File: config.mk
export PLATFORM = sky130hd
export DESIGN_NAME = aes_key_sched_seq_flat
export DESIGN_NICKNAME = d
export VERILOG_FILES = /design/src/rtl/aes_ks_pkg.sv /design/src/rtl/aes_key_sched_seq_if.sv /design/src/rtl/aes_sub_word.sv /design/src/rtl/aes_key_sched_seq.sv /design/src/flat_wrapper.sv
export SDC_FILE = /design/constraint.sdc
export NUM_CORES = 2
export LEC_CHECK = 0
export BUFFER_PORTS_ARGS = -buffer_cell sky130_fd_sc_hd__buf_2
export CAP_MARGIN = 0
export CORE_ASPECT_RATIO = 0.8
export CORE_MARGIN = 3
export CORE_UTILIZATION = 45
export DETAILED_ROUTE_END_ITERATION = 16
export PLACE_DENSITY_LB_ADDON = 0.08
export SYNTH_ARGS = -nofsm -noshare
export SYNTH_HDL_FRONTEND = slang
export SYNTH_HIERARCHICAL = 1
export SYNTH_SLANG_ARGS = --single-unit
File: constraint.sdc
create_clock -name clk -period 6.1 [get_ports clk]
set_clock_uncertainty 0.15 [all_clocks]
set_input_delay 1.22 -clock clk [delete_from_list [all_inputs] [get_ports clk]]
set_output_delay 1.22 -clock clk [all_outputs]
set_load 0.005 [all_outputs]
File: src/rtl/aes_ks_pkg.sv
// Shared types, constants and byte-level helpers for the word-serial AES key schedule.
package aes_ks_pkg;

    localparam int unsigned WORDS_PER_KEY = 4;

    localparam logic [1:0] KL_128 = 2'b00;
    localparam logic [1:0] KL_192 = 2'b01;
    localparam logic [1:0] KL_256 = 2'b10;
    localparam logic [1:0] KL_BAD = 2'b11;

    typedef enum logic [1:0] {
        ST_IDLE,
        ST_GEN,
        ST_EMIT
    } ks_state_e;

    // AES forward S-box, entry 0 is the leftmost byte
    localparam logic [0:255][7:0] SBOX = {
        128'h637c777bf26b6fc53001672bfed7ab76, 128'hca82c97dfa5947f0add4a2af9ca472c0,
        128'hb7fd9326363ff7cc34a5e5f171d83115, 128'h04c723c31896059a071280e2eb27b275,
        128'h09832c1a1b6e5aa0523bd6b329e32f84, 128'h53d100ed20fcb15b6acbbe394a4c58cf,
        128'hd0efaafb434d338545f9027f503c9fa8, 128'h51a3408f929d38f5bcb6da2110fff3d2,
        128'hcd0c13ec5f974417c4a77e3d645d1973, 128'h60814fdc222a908846eeb814de5e0bdb,
        128'he0323a0a4906245cc2d3ac629195e479, 128'he7c8376d8dd54ea96c56f4ea657aae08,
        128'hba78252e1ca6b4c6e8dd741f4bbd8b8a, 128'h703eb5664803f60e613557b986c11d9e,
        128'he1f8981169d98e949b1e87e9ce5528df, 128'h8ca1890dbfe6426841992d0fb054bb16
    };

    function automatic logic [7:0] sbox(input logic [7:0] b);
        return SBOX[b];
    endfunction

    // multiply by x in GF(2^8); also the Rcon successor
    function automatic logic [7:0] xtime(input logic [7:0] b);
        return {b[6:0], 1'b0} ^ (b[7] ? 8'h1b : 8'h00);
    endfunction

    function automatic logic [3:0] nk_of(input logic [1:0] kl);
        case (kl)
            KL_192:  return 4'd6;
            KL_256:  return 4'd8;
            default: return 4'd4;
        endcase
    endfunction

    function automatic logic [3:0] nr_of(input logic [1:0] kl);
        case (kl)
            KL_192:  return 4'd12;
            KL_256:  return 4'd14;
            default: return 4'd10;
        endcase
    endfunction

    function automatic int unsigned key_bits_of(input logic [1:0] kl);
        case (kl)
            KL_192:  return 192;
            KL_256:  return 256;
            default: return 128;
        endcase
    endfunction

endpackage

File: src/rtl/aes_key_sched_seq_if.sv
// Request and round-key stream bundle; AES_KS_REVERSE_EN adds the dec request bit.
interface aes_key_sched_seq_if #(
    parameter int unsigned KEY_MAX_BITS = 256
);
    logic                    start;
    logic [1:0]              key_len;
    logic [0:KEY_MAX_BITS-1] key_in;
    logic                    abort;
`ifdef AES_KS_REVERSE_EN
    logic                    dec;
`endif
    logic                    busy;
    logic                    err;
    logic                    rk_valid;
    logic                    rk_ready;
    logic [0:127]            rk_data;
    logic [3:0]              rk_idx;
    logic                    rk_last;
    logic                    done;

    modport master (
        output start, key_len, key_in, abort, rk_ready,
`ifdef AES_KS_REVERSE_EN
        output dec,
`endif
        input  busy, err, rk_valid, rk_data, rk_idx, rk_last, done
    );

    modport slave (
        input  start, key_len, key_in, abort, rk_ready,
`ifdef AES_KS_REVERSE_EN
        input  dec,
`endif
        output busy, err, rk_valid, rk_data, rk_idx, rk_last, done
    );
endinterface

File: src/rtl/aes_sub_word.sv
// Combinational SubWord: four S-box lookups across a 32-bit word.
module aes_sub_word
    import aes_ks_pkg::*;
(
    input  logic [31:0] word_i,
    output logic [31:0] sub_o
);
    assign sub_o = {sbox(word_i[31:24]), sbox(word_i[23:16]), sbox(word_i[15:8]), sbox(word_i[7:0])};
endmodule

File: src/rtl/aes_key_sched_seq.sv
// Word-serial AES-128/192/256 key schedule streaming 128-bit round keys.
// Optional macro AES_KS_REVERSE_EN: store all words and emit keys Nr..0 when dec=1.
module aes_key_sched_seq
    import aes_ks_pkg::*;
#(
    parameter int unsigned KEY_MAX_BITS = 256,
    parameter int unsigned OUT_SKID     = 1
) (
    input  logic                 clk,
    input  logic                 rst_n,
    aes_key_sched_seq_if.slave   bus
);
    localparam int unsigned WIN_WORDS = 8;
    localparam int unsigned GRP_WORDS = WORDS_PER_KEY - 1;

    ks_state_e    state_q, state_d;
    logic [0:255] key_q, key_d;
    logic [1:0]   kl_q, kl_d;
    logic [5:0]   j_q, j_d;
    logic [2:0]   cnt_q, cnt_d;
    logic [7:0]   rcon_q, rcon_d;
    logic [31:0]  win_q [0:WIN_WORDS-1];
    logic [31:0]  win_d [0:WIN_WORDS-1];
    logic [31:0]  grp_q [0:GRP_WORDS-1];
    logic [31:0]  grp_d [0:GRP_WORDS-1];
    logic         busy_q, busy_d, err_q, err_d, done_q, done_d;
    logic         vld_q, vld_d, last_q, last_d;
    logic [0:127] data_q, data_d;
    logic [3:0]   idx_q, idx_d;

    logic [31:0]  key_w_c [0:WIN_WORDS-1];
    logic [3:0]   nk_c, nr_c;
    logic [5:0]   total_c;
    logic [31:0]  prev_c, far_c, sub_in_c, sub_c, w_new_c;
    logic         legal_c, xfer_c, grp_end_c, stall_c, gen_go_c, key_phase_c;

`ifdef AES_KS_REVERSE_EN
    logic         dec_q, dec_d, rd_pend_q, rd_pend_d, store_we_c;
    logic [3:0]   rdk_q, rdk_d;
    logic [5:0]   rd_base_c;
    logic [31:0]  store_q [0:59];
`endif

    aes_sub_word u_sub_word (
        .word_i (sub_in_c),
        .sub_o  (sub_c)
    );

    // next schedule word from the sliding window; one SubWord serves both t cases
    always_comb begin
        for (int i = 0; i < int'(WIN_WORDS); i++) key_w_c[i] = key_q[32*i +: 32];
        nk_c        = nk_of(kl_q);
        nr_c        = nr_of(kl_q);
        total_c     = {nr_c, 2'b00} + 6'd4;
        prev_c      = win_q[0];
        far_c       = win_q[3'(nk_c - 4'd1)];
        key_phase_c = (j_q < 6'(nk_c));
        sub_in_c    = (cnt_q == 3'd0) ? {prev_c[23:0], prev_c[31:24]} : prev_c;
        if (key_phase_c)
            w_new_c = key_w_c[cnt_q];
        else if (cnt_q == 3'd0)
            w_new_c = far_c ^ sub_c ^ {rcon_q, 24'h0};
        else if (nk_c == 4'd8 && cnt_q == 3'd4)
            w_new_c = far_c ^ sub_c;
        else
            w_new_c = far_c ^ prev_c;
    end

    // handshake, stall and request legality
    always_comb begin
        legal_c   = (bus.key_len != KL_BAD) && (key_bits_of(bus.key_len) <= KEY_MAX_BITS);
        xfer_c    = vld_q && bus.rk_ready;
        grp_end_c = (j_q[1:0] == 2'(WORDS_PER_KEY - 1));
        stall_c   = vld_q && !bus.rk_ready && ((OUT_SKID == 0) || grp_end_c);
        gen_go_c  = (state_q == ST_GEN) && (j_q < total_c) && !stall_c;
    end

    // next-state and output-register logic
    always_comb begin
        state_d = state_q;
        key_d   = key_q;
        kl_d    = kl_q;
        j_d     = j_q;
        cnt_d   = cnt_q;
        rcon_d  = rcon_q;
        win_d   = win_q;
        grp_d   = grp_q;
        busy_d  = busy_q;
        err_d   = err_q;
        done_d  = 1'b0;
        vld_d   = vld_q;
        data_d  = data_q;
        idx_d   = idx_q;
        last_d  = last_q;
`ifdef AES_KS_REVERSE_EN
        dec_d      = dec_q;
        rd_pend_d  = rd_pend_q;
        rdk_d      = rdk_q;
        store_we_c = 1'b0;
        rd_base_c  = {rdk_q, 2'b00};
`endif
        if (bus.abort) begin
            state_d = ST_IDLE;
            busy_d  = 1'b0;
            vld_d   = 1'b0;
        end else begin
            case (state_q)
                ST_IDLE: begin
                    if (bus.start) begin
                        if (legal_c) begin
                            key_d = '0;
                            key_d[0 +: KEY_MAX_BITS] = bus.key_in;
                            kl_d    = bus.key_len;
                            j_d     = 6'd0;
                            cnt_d   = 3'd0;
                            rcon_d  = 8'h01;
                            busy_d  = 1'b1;
                            err_d   = 1'b0;
                            state_d = ST_GEN;
`ifdef AES_KS_REVERSE_EN
                            dec_d   = bus.dec;
`endif
                        end else begin
                            err_d = 1'b1;
                        end
                    end
                end
                ST_GEN: begin
                    if (xfer_c) vld_d = 1'b0;
                    if (xfer_c && last_q) begin
                        state_d = ST_IDLE;
                        busy_d  = 1'b0;
                        done_d  = 1'b1;
                    end else if (gen_go_c) begin
                        win_d[0] = w_new_c;
                        for (int i = 1; i < int'(WIN_WORDS); i++) win_d[i] = win_q[i-1];
                        j_d   = j_q + 6'd1;
                        cnt_d = (cnt_q == 3'(nk_c - 4'd1)) ? 3'd0 : cnt_q + 3'd1;
                        if (!key_phase_c && cnt_q == 3'd0) rcon_d = xtime(rcon_q);
`ifdef AES_KS_REVERSE_EN
                        if (dec_q) begin
                            store_we_c = 1'b1;
                            if (j_q == total_c - 6'd1) begin
                                state_d   = ST_EMIT;
                                rd_pend_d = 1'b1;
                                rdk_d     = nr_c;
                            end
                        end else
`endif
                        if (grp_end_c) begin
                            vld_d  = 1'b1;
                            data_d = {grp_q[0], grp_q[1], grp_q[2], w_new_c};
                            idx_d  = j_q[5:2];
                            last_d = (j_q[5:2] == nr_c);
                        end else begin
                            for (int i = 0; i < int'(GRP_WORDS); i++)
                                if (j_q[1:0] == 2'(i)) grp_d[i] = w_new_c;
                        end
                    end
                end
`ifdef AES_KS_REVERSE_EN
                ST_EMIT: begin
                    if (xfer_c) vld_d = 1'b0;
                    if (xfer_c && last_q) begin
                        state_d = ST_IDLE;
                        busy_d  = 1'b0;
                        done_d  = 1'b1;
                    end else if (rd_pend_q && (!vld_q || bus.rk_ready)) begin
                        vld_d  = 1'b1;
                        data_d = {store_q[rd_base_c], store_q[rd_base_c + 6'd1],
                                  store_q[rd_base_c + 6'd2], store_q[rd_base_c + 6'd3]};
                        idx_d  = rdk_q;
                        last_d = (rdk_q == 4'd0);
                        if (rdk_q == 4'd0) rd_pend_d = 1'b0;
                        else               rdk_d     = rdk_q - 4'd1;
                    end
                end
`endif
                default: state_d = ST_IDLE;
            endcase
        end
    end

    // state and output registers
    always_ff @(posedge clk or negedge rst_n) begin
        if (!rst_n) begin
            state_q <= ST_IDLE;
            key_q   <= '0;
            kl_q    <= KL_128;
            j_q     <= '0;
            cnt_q   <= '0;
            rcon_q  <= '0;
            for (int i = 0; i < int'(WIN_WORDS); i++) win_q[i] <= '0;
            for (int i = 0; i < int'(GRP_WORDS); i++) grp_q[i] <= '0;
            busy_q  <= 1'b0;
            err_q   <= 1'b0;
            done_q  <= 1'b0;
            vld_q   <= 1'b0;
            data_q  <= '0;
            idx_q   <= '0;
            last_q  <= 1'b0;
`ifdef AES_KS_REVERSE_EN
            dec_q     <= 1'b0;
            rd_pend_q <= 1'b0;
            rdk_q     <= '0;
`endif
        end else begin
            state_q <= state_d;
            key_q   <= key_d;
            kl_q    <= kl_d;
            j_q     <= j_d;
            cnt_q   <= cnt_d;
            rcon_q  <= rcon_d;
            win_q   <= win_d;
            grp_q   <= grp_d;
            busy_q  <= busy_d;
            err_q   <= err_d;
            done_q  <= done_d;
            vld_q   <= vld_d;
            data_q  <= data_d;
            idx_q   <= idx_d;
            last_q  <= last_d;
`ifdef AES_KS_REVERSE_EN
            dec_q     <= dec_d;
            rd_pend_q <= rd_pend_d;
            rdk_q     <= rdk_d;
`endif
        end
    end

`ifdef AES_KS_REVERSE_EN
    // full-schedule word store for reverse emission
    always_ff @(posedge clk) begin
        if (store_we_c) store_q[j_q] <= w_new_c;
    end
`endif

    assign bus.busy     = busy_q;
    assign bus.err      = err_q;
    assign bus.done     = done_q;
    assign bus.rk_valid = vld_q;
    assign bus.rk_data  = data_q;
    assign bus.rk_idx   = idx_q;
    assign bus.rk_last  = last_q;

endmodule

File: src/flat_wrapper.sv
// flat-port wrapper written by rule: the top's interface ports become plain ports
module aes_key_sched_seq_flat import aes_ks_pkg::*;
#(
    parameter int unsigned KEY_MAX_BITS = 256,
    parameter int unsigned OUT_SKID     = 1
)
  (clk, rst_n, bus_start, bus_key_len, bus_key_in, bus_abort, bus_rk_ready, bus_busy, bus_err, bus_rk_valid, bus_rk_data, bus_rk_idx, bus_rk_last, bus_done);
  aes_key_sched_seq_if #(.KEY_MAX_BITS(KEY_MAX_BITS)) bus_i ();
  input  logic clk;
  input  logic rst_n;
  input wire logic [$bits(bus_i.start)-1:0] bus_start;
  input wire logic [$bits(bus_i.key_len)-1:0] bus_key_len;
  input wire logic [$bits(bus_i.key_in)-1:0] bus_key_in;
  input wire logic [$bits(bus_i.abort)-1:0] bus_abort;
  input wire logic [$bits(bus_i.rk_ready)-1:0] bus_rk_ready;
  output wire logic [$bits(bus_i.busy)-1:0] bus_busy;
  output wire logic [$bits(bus_i.err)-1:0] bus_err;
  output wire logic [$bits(bus_i.rk_valid)-1:0] bus_rk_valid;
  output wire logic [$bits(bus_i.rk_data)-1:0] bus_rk_data;
  output wire logic [$bits(bus_i.rk_idx)-1:0] bus_rk_idx;
  output wire logic [$bits(bus_i.rk_last)-1:0] bus_rk_last;
  output wire logic [$bits(bus_i.done)-1:0] bus_done;
  assign bus_i.start = bus_start;
  assign bus_i.key_len = bus_key_len;
  assign bus_i.key_in = bus_key_in;
  assign bus_i.abort = bus_abort;
  assign bus_i.rk_ready = bus_rk_ready;
  assign bus_busy = bus_i.busy;
  assign bus_err = bus_i.err;
  assign bus_rk_valid = bus_i.rk_valid;
  assign bus_rk_data = bus_i.rk_data;
  assign bus_rk_idx = bus_i.rk_idx;
  assign bus_rk_last = bus_i.rk_last;
  assign bus_done = bus_i.done;
  aes_key_sched_seq #(.KEY_MAX_BITS(KEY_MAX_BITS), .OUT_SKID(OUT_SKID)) u_core (.clk(clk), .rst_n(rst_n), .bus(bus_i));
endmodule
==> summary.md <==
| Metric | Value |
|---|---|
| Result of the run | completed |
| Area used by sequential logic in the layout | 0.0191 mm2 |
| Met1 track demand over resource in global routing | 51.2% |
| Data required, critical path | 6480 ps |
| Primary flip-flop cell chosen by synthesis mapping | dfrtp_1 |
| Weighted congestion at the end of routability-driven global placement | 1.04 |
| Number of setup buffers added after CTS | 0 |
| 1st-iter DRT viols | 5877 |
| Core Area | 0.103 mm2 |
| Area growth from synthesis to final layout | 11.5% |
| Worst reg-to-reg setup slack | 420 ps |
| Maximum vdd ir drop | 0.386 mV |
| Post-detailed-route count of antenna-violating nets | 0 |
| Crit share post-route | 93.1% |
| Ports placed on the boundary | 400 |
| Horiz. Die Dim | 367 um |
| Vias post-DR | 45200 |
| Overall routed net length | 189 mm |
| Count of buffers inserted at the top-level ports | 399 |
| Clock Sinks | 764 |
| Count of unresolved DRC violations after routing | 0 |
| Wirelength per Cell | 25.7 um |
| Source of the worst register-to-register timing path | u_core/cnt_q[2]$_DFFE_PN0P_ |
| Final standard cell area without fillers | 0.0524 mm2 |
| Row Count | 105 |
| Fraction of the yosys area taken by sequential cells | 40.7% |
| Least setup slack across all paths after layout | 421 ps |
| RSZ-0062 raised after global routing | no |
| Tightest Hold Check Type | flop to flop |
| Post-placement setup slack | 525 ps |
| Post-DR vias/cell | 6.14 |
| Post-place instance area | 0.0498 mm2 |
| Sw Share | 52.5% |
| Clock network latency to the later pin of the worst-skew pair | 660 ps |
| Total iterations of the first detailed-routing run | 6 |
| H-tree Lvls | 3 |
| Cell types with the largest area share after synthesis | dfrtp_1 41%, nand2_1 18%, mux4_2 4.4% |
| Final core utilization | 50.8% |
| Vertical die dimension | 295 um |
| Number of distinct library cell variants in the gate-level netlist after synthesis | 102 |
| Full die area | 0.108 mm2 |
| Total number of yosys warnings | 6 |
| Arrival time worst endpoint | 6060 ps |
| Combinational family with the most area after synthesis | simple AND/OR/NAND/NOR gates |
| Clock edge transition at the registers on the reported setup and hold paths | 60 ps |
| Critical Path Source Type | flop |
| Clock tree root buffer cell | clkbuf_16 |
| Adder and majority gate portion of the synthesized area | 1.95% |
| Via count of the first global-routing pass | 42900 |
| Share of the synthesized area in the top cell type | 40.7% |
| Overall global routing resource usage | 34.2% |
| Proportion of power drawn by flip-flops and latches | 21.9% |
| TritonCTS clock tree | yes |
| Worst rel slew slack | 14.2% |
| Most area-hungry cell type in the Yosys netlist | dfrtp_1 |
| Area of the mapped netlist | 0.0470 mm2 |
| Total congestion overflow after global routing | 0 |
| Part of the total power dissipated in combinational logic | 63.5% |
| Number of max-capacitance violations reported | 0 |
| Period minus WS final | 5680 ps |
| Post-synth EDFFs | 0 |
| Net Switching | 17.2 mW |
| Number of fillers in the final layout | 9954 |
| XOR/XNOR Fraction of Synth Area | 0.408% |
| Post-cts hold buffer count | 0 |
| Aggregate negative setup slack | 0 ps |
| Start point of the worst hold path | u_core/win_q[112]$_DFFE_PN0P_ |
| Post-synthesis area per instance | 8.14 um2 |
| Initial core utilization | 45.6% |
| Fraction of final layout cells sized beyond drive strength 1 | 16.0% |
| Total power draw | 32.7 mW |
| Number of synthesized register bits | 764 |
| Number of CTS-inserted buffers | 77 |
| Total count of hold-check failures in the final report | 0 |
| Hold Path Depth | 2 |
| Most common cell after layout, fill and taps aside | nand2_1 |
| End point of the most critical hold path | u_core/win_q[80]$_DFFE_PN0P_ |
| Final-report max-slew violation count | 0 |
| Total number of nets in the final design | 6254 |
| Worst-Margin Slew | 1290 ps |
| Async set-or-reset flop fraction in the synthesized netlist | 100% |
| Leak | 25.2 nW |
| Endpoint of the worst register-to-register path | u_core/grp_q[29]$_DFFE_PN0P_ |
| Start-to-end type of the worst setup path | flop to flop |
| Max Root-Sink Buffers | 3 |
| M3 GR Usage | 8.62% |
| Fraction of synthesized area in multiplexers | 6.84% |
| Largest net degree at the start of global routing | 156 |
| Antenna violations before repair | 8 |
| Total power density per cell area | 624 mW/mm2 |
| Max Clock Freq | 0.176 GHz |
| Internal | 15.5 mW |
| Leading cell types in the layout, fill and taps excluded | 2180 x nand2_1, 762 x dfrtp_1, 398 x buf_2, 243 x o21ai_0, 241 x a21oi_1 |
| Synthesized netlist cell count | 5770 |
| HPWL reported at the end of detailed placement | 135 mm |
| Final setup vio count | 0 |
| Worst Path Max Fanout | 32 |
| Share of total power in the clock network | 14.6% |
| Global-route wire length before repair | 283 mm |
| Synth Area in Simple Gates | 26.3% |
| Met2 Track Usage GR | 49.1% |
| Multi-input combinational cell area | 0.0253 mm2 |
| Kind of end point of the critical path | flop |
| Net count after synthesis | 6106 |
| Busiest metal layer after global routing | met1 |
| R2R depth | 15 |
| Compound-gate portion of the synthesized area | 18.2% |
## layout make-up
type                    instances  area share, %
well taps                    1391           3.32
clock buffers                 109           4.10
multi-input cells            4451           48.3
flip-flops and latches        764           36.5
diodes                          4         0.0191
repair buffers                567           6.58
inverters                      57          0.409
clock inverters                26          0.719
## power by group through the flow
stage | registers [mW] | clock network [mW] | logic [mW]
2_1_floorplan | 6.82 | 0 | 12.9
3_3_place_gp | 7.18 | 0 | 20.4
3_5_place_dp | 7.22 | 0 | 19.8
4_1_cts | 7.14 | 4.88 | 19.9
5_1_grt | 7.29 | 5.10 | 21.8
6_report | 7.16 | 4.78 | 20.8
## state kept, by name, indices dropped and copies added (netlist names)
signal,cells
u_core/key_q,256
u_core/win_q,224
u_core/bus.rk_data,128
u_core/grp_q,96
u_core/prev_c,32
u_core/rcon_q,8
u_core/j_q,6
u_core/bus.rk_idx,4
u_core/cnt_q,3
u_core/kl_q,2
u_core/bus.done,1
u_core/bus.err,1
u_core/bus.rk_last,1
u_core/bus.rk_valid,1
u_core/state_q,1
## through the flow
step	hold WS, ps	std cells
2_1_floorplan	283	5770
3_3_place_gp	290	7230
3_5_place_dp	298	7230
4_1_cts	291	7365
5_1_grt	328	7365
6_report	287	7369
## kinds of logic (layout without fill, tap and decap cells)
logic type,after synthesis,after routing
and+or+nand+nor,2925,2925
AOI/OAI and AO/OA,1231,1231
DFF,764,764
buffers and inverters,555,759
muxes,201,201
adders and majority gates,73,73
xor gates and xnor gates,21,21
other,0,4
## Yosys cell counts, types with 43 or more instances
| cell type | count |
|---|---|
| a211oi_1 | 61 |
| a21oi_1 | 242 |
| a311oi_1 | 43 |
| a31oi_1 | 61 |
| and3_1 | 46 |
| buf_2 | 209 |
| clkbuf_1 | 209 |
| dfrtp_1 | 764 |
| ha_1 | 73 |
| inv_1 | 48 |
| mux2_2 | 47 |
| mux2i_1 | 63 |
| mux4_2 | 91 |
| nand2_1 | 2193 |
| nand2b_1 | 84 |
| nand3_1 | 88 |
| nor2_1 | 171 |
| nor2b_1 | 68 |
| nor3_1 | 105 |
| o21ai_0 | 244 |
| o21ai_1 | 124 |
## worst max-delay path, cell delays in order (launching register included)
cell	delay (ps)
dfrtp_2	600
nand2b_1	560
nand2_1	110
nand2_1	130
buf_4	420
ha_1	660
or2_2	370
o221ai_1	180
a221oi_1	680
a211oi_1	180
nor3_1	290
xor2_1	170
o22ai_1	130
a2111oi_2	440
a211oi_2	130
mux2_2	320
## worst max-delay path by stage
stage | start | endpoint | slack [ps] | cells after the start
2_1_floorplan | u_core/cnt_q[1]$_DFFE_PN0P_ | u_core/prev_c[31]$_DFFE_PN0P_ | 6 | 25
3_3_place_gp | u_core/cnt_q[2]$_DFFE_PN0P_ | u_core/prev_c[29]$_DFFE_PN0P_ | 440 | 15
3_5_place_dp | u_core/cnt_q[2]$_DFFE_PN0P_ | u_core/prev_c[25]$_DFFE_PN0P_ | 530 | 15
4_1_cts | u_core/cnt_q[2]$_DFFE_PN0P_ | u_core/grp_q[89]$_DFFE_PN0P_ | 470 | 15
5_1_grt | u_core/cnt_q[0]$_DFFE_PN0P_ | u_core/prev_c[31]$_DFFE_PN0P_ | 80 | 17
6_report | u_core/cnt_q[2]$_DFFE_PN0P_ | u_core/grp_q[29]$_DFFE_PN0P_ | 420 | 15
## what timing repair did
item                                    CTS  global route
hold endpoints to repair                  0             0
endpoints found under the setup margin    0             5
resized for setup                         0             1
## per-layer routing
metal	share of wire, %	routed length, um
met1	45	85100
met2	42	79400
met3	10	19800
met4	2.6	4940
met5	0.036	69
Note: power is estimated with default switching activity, not from simulation.
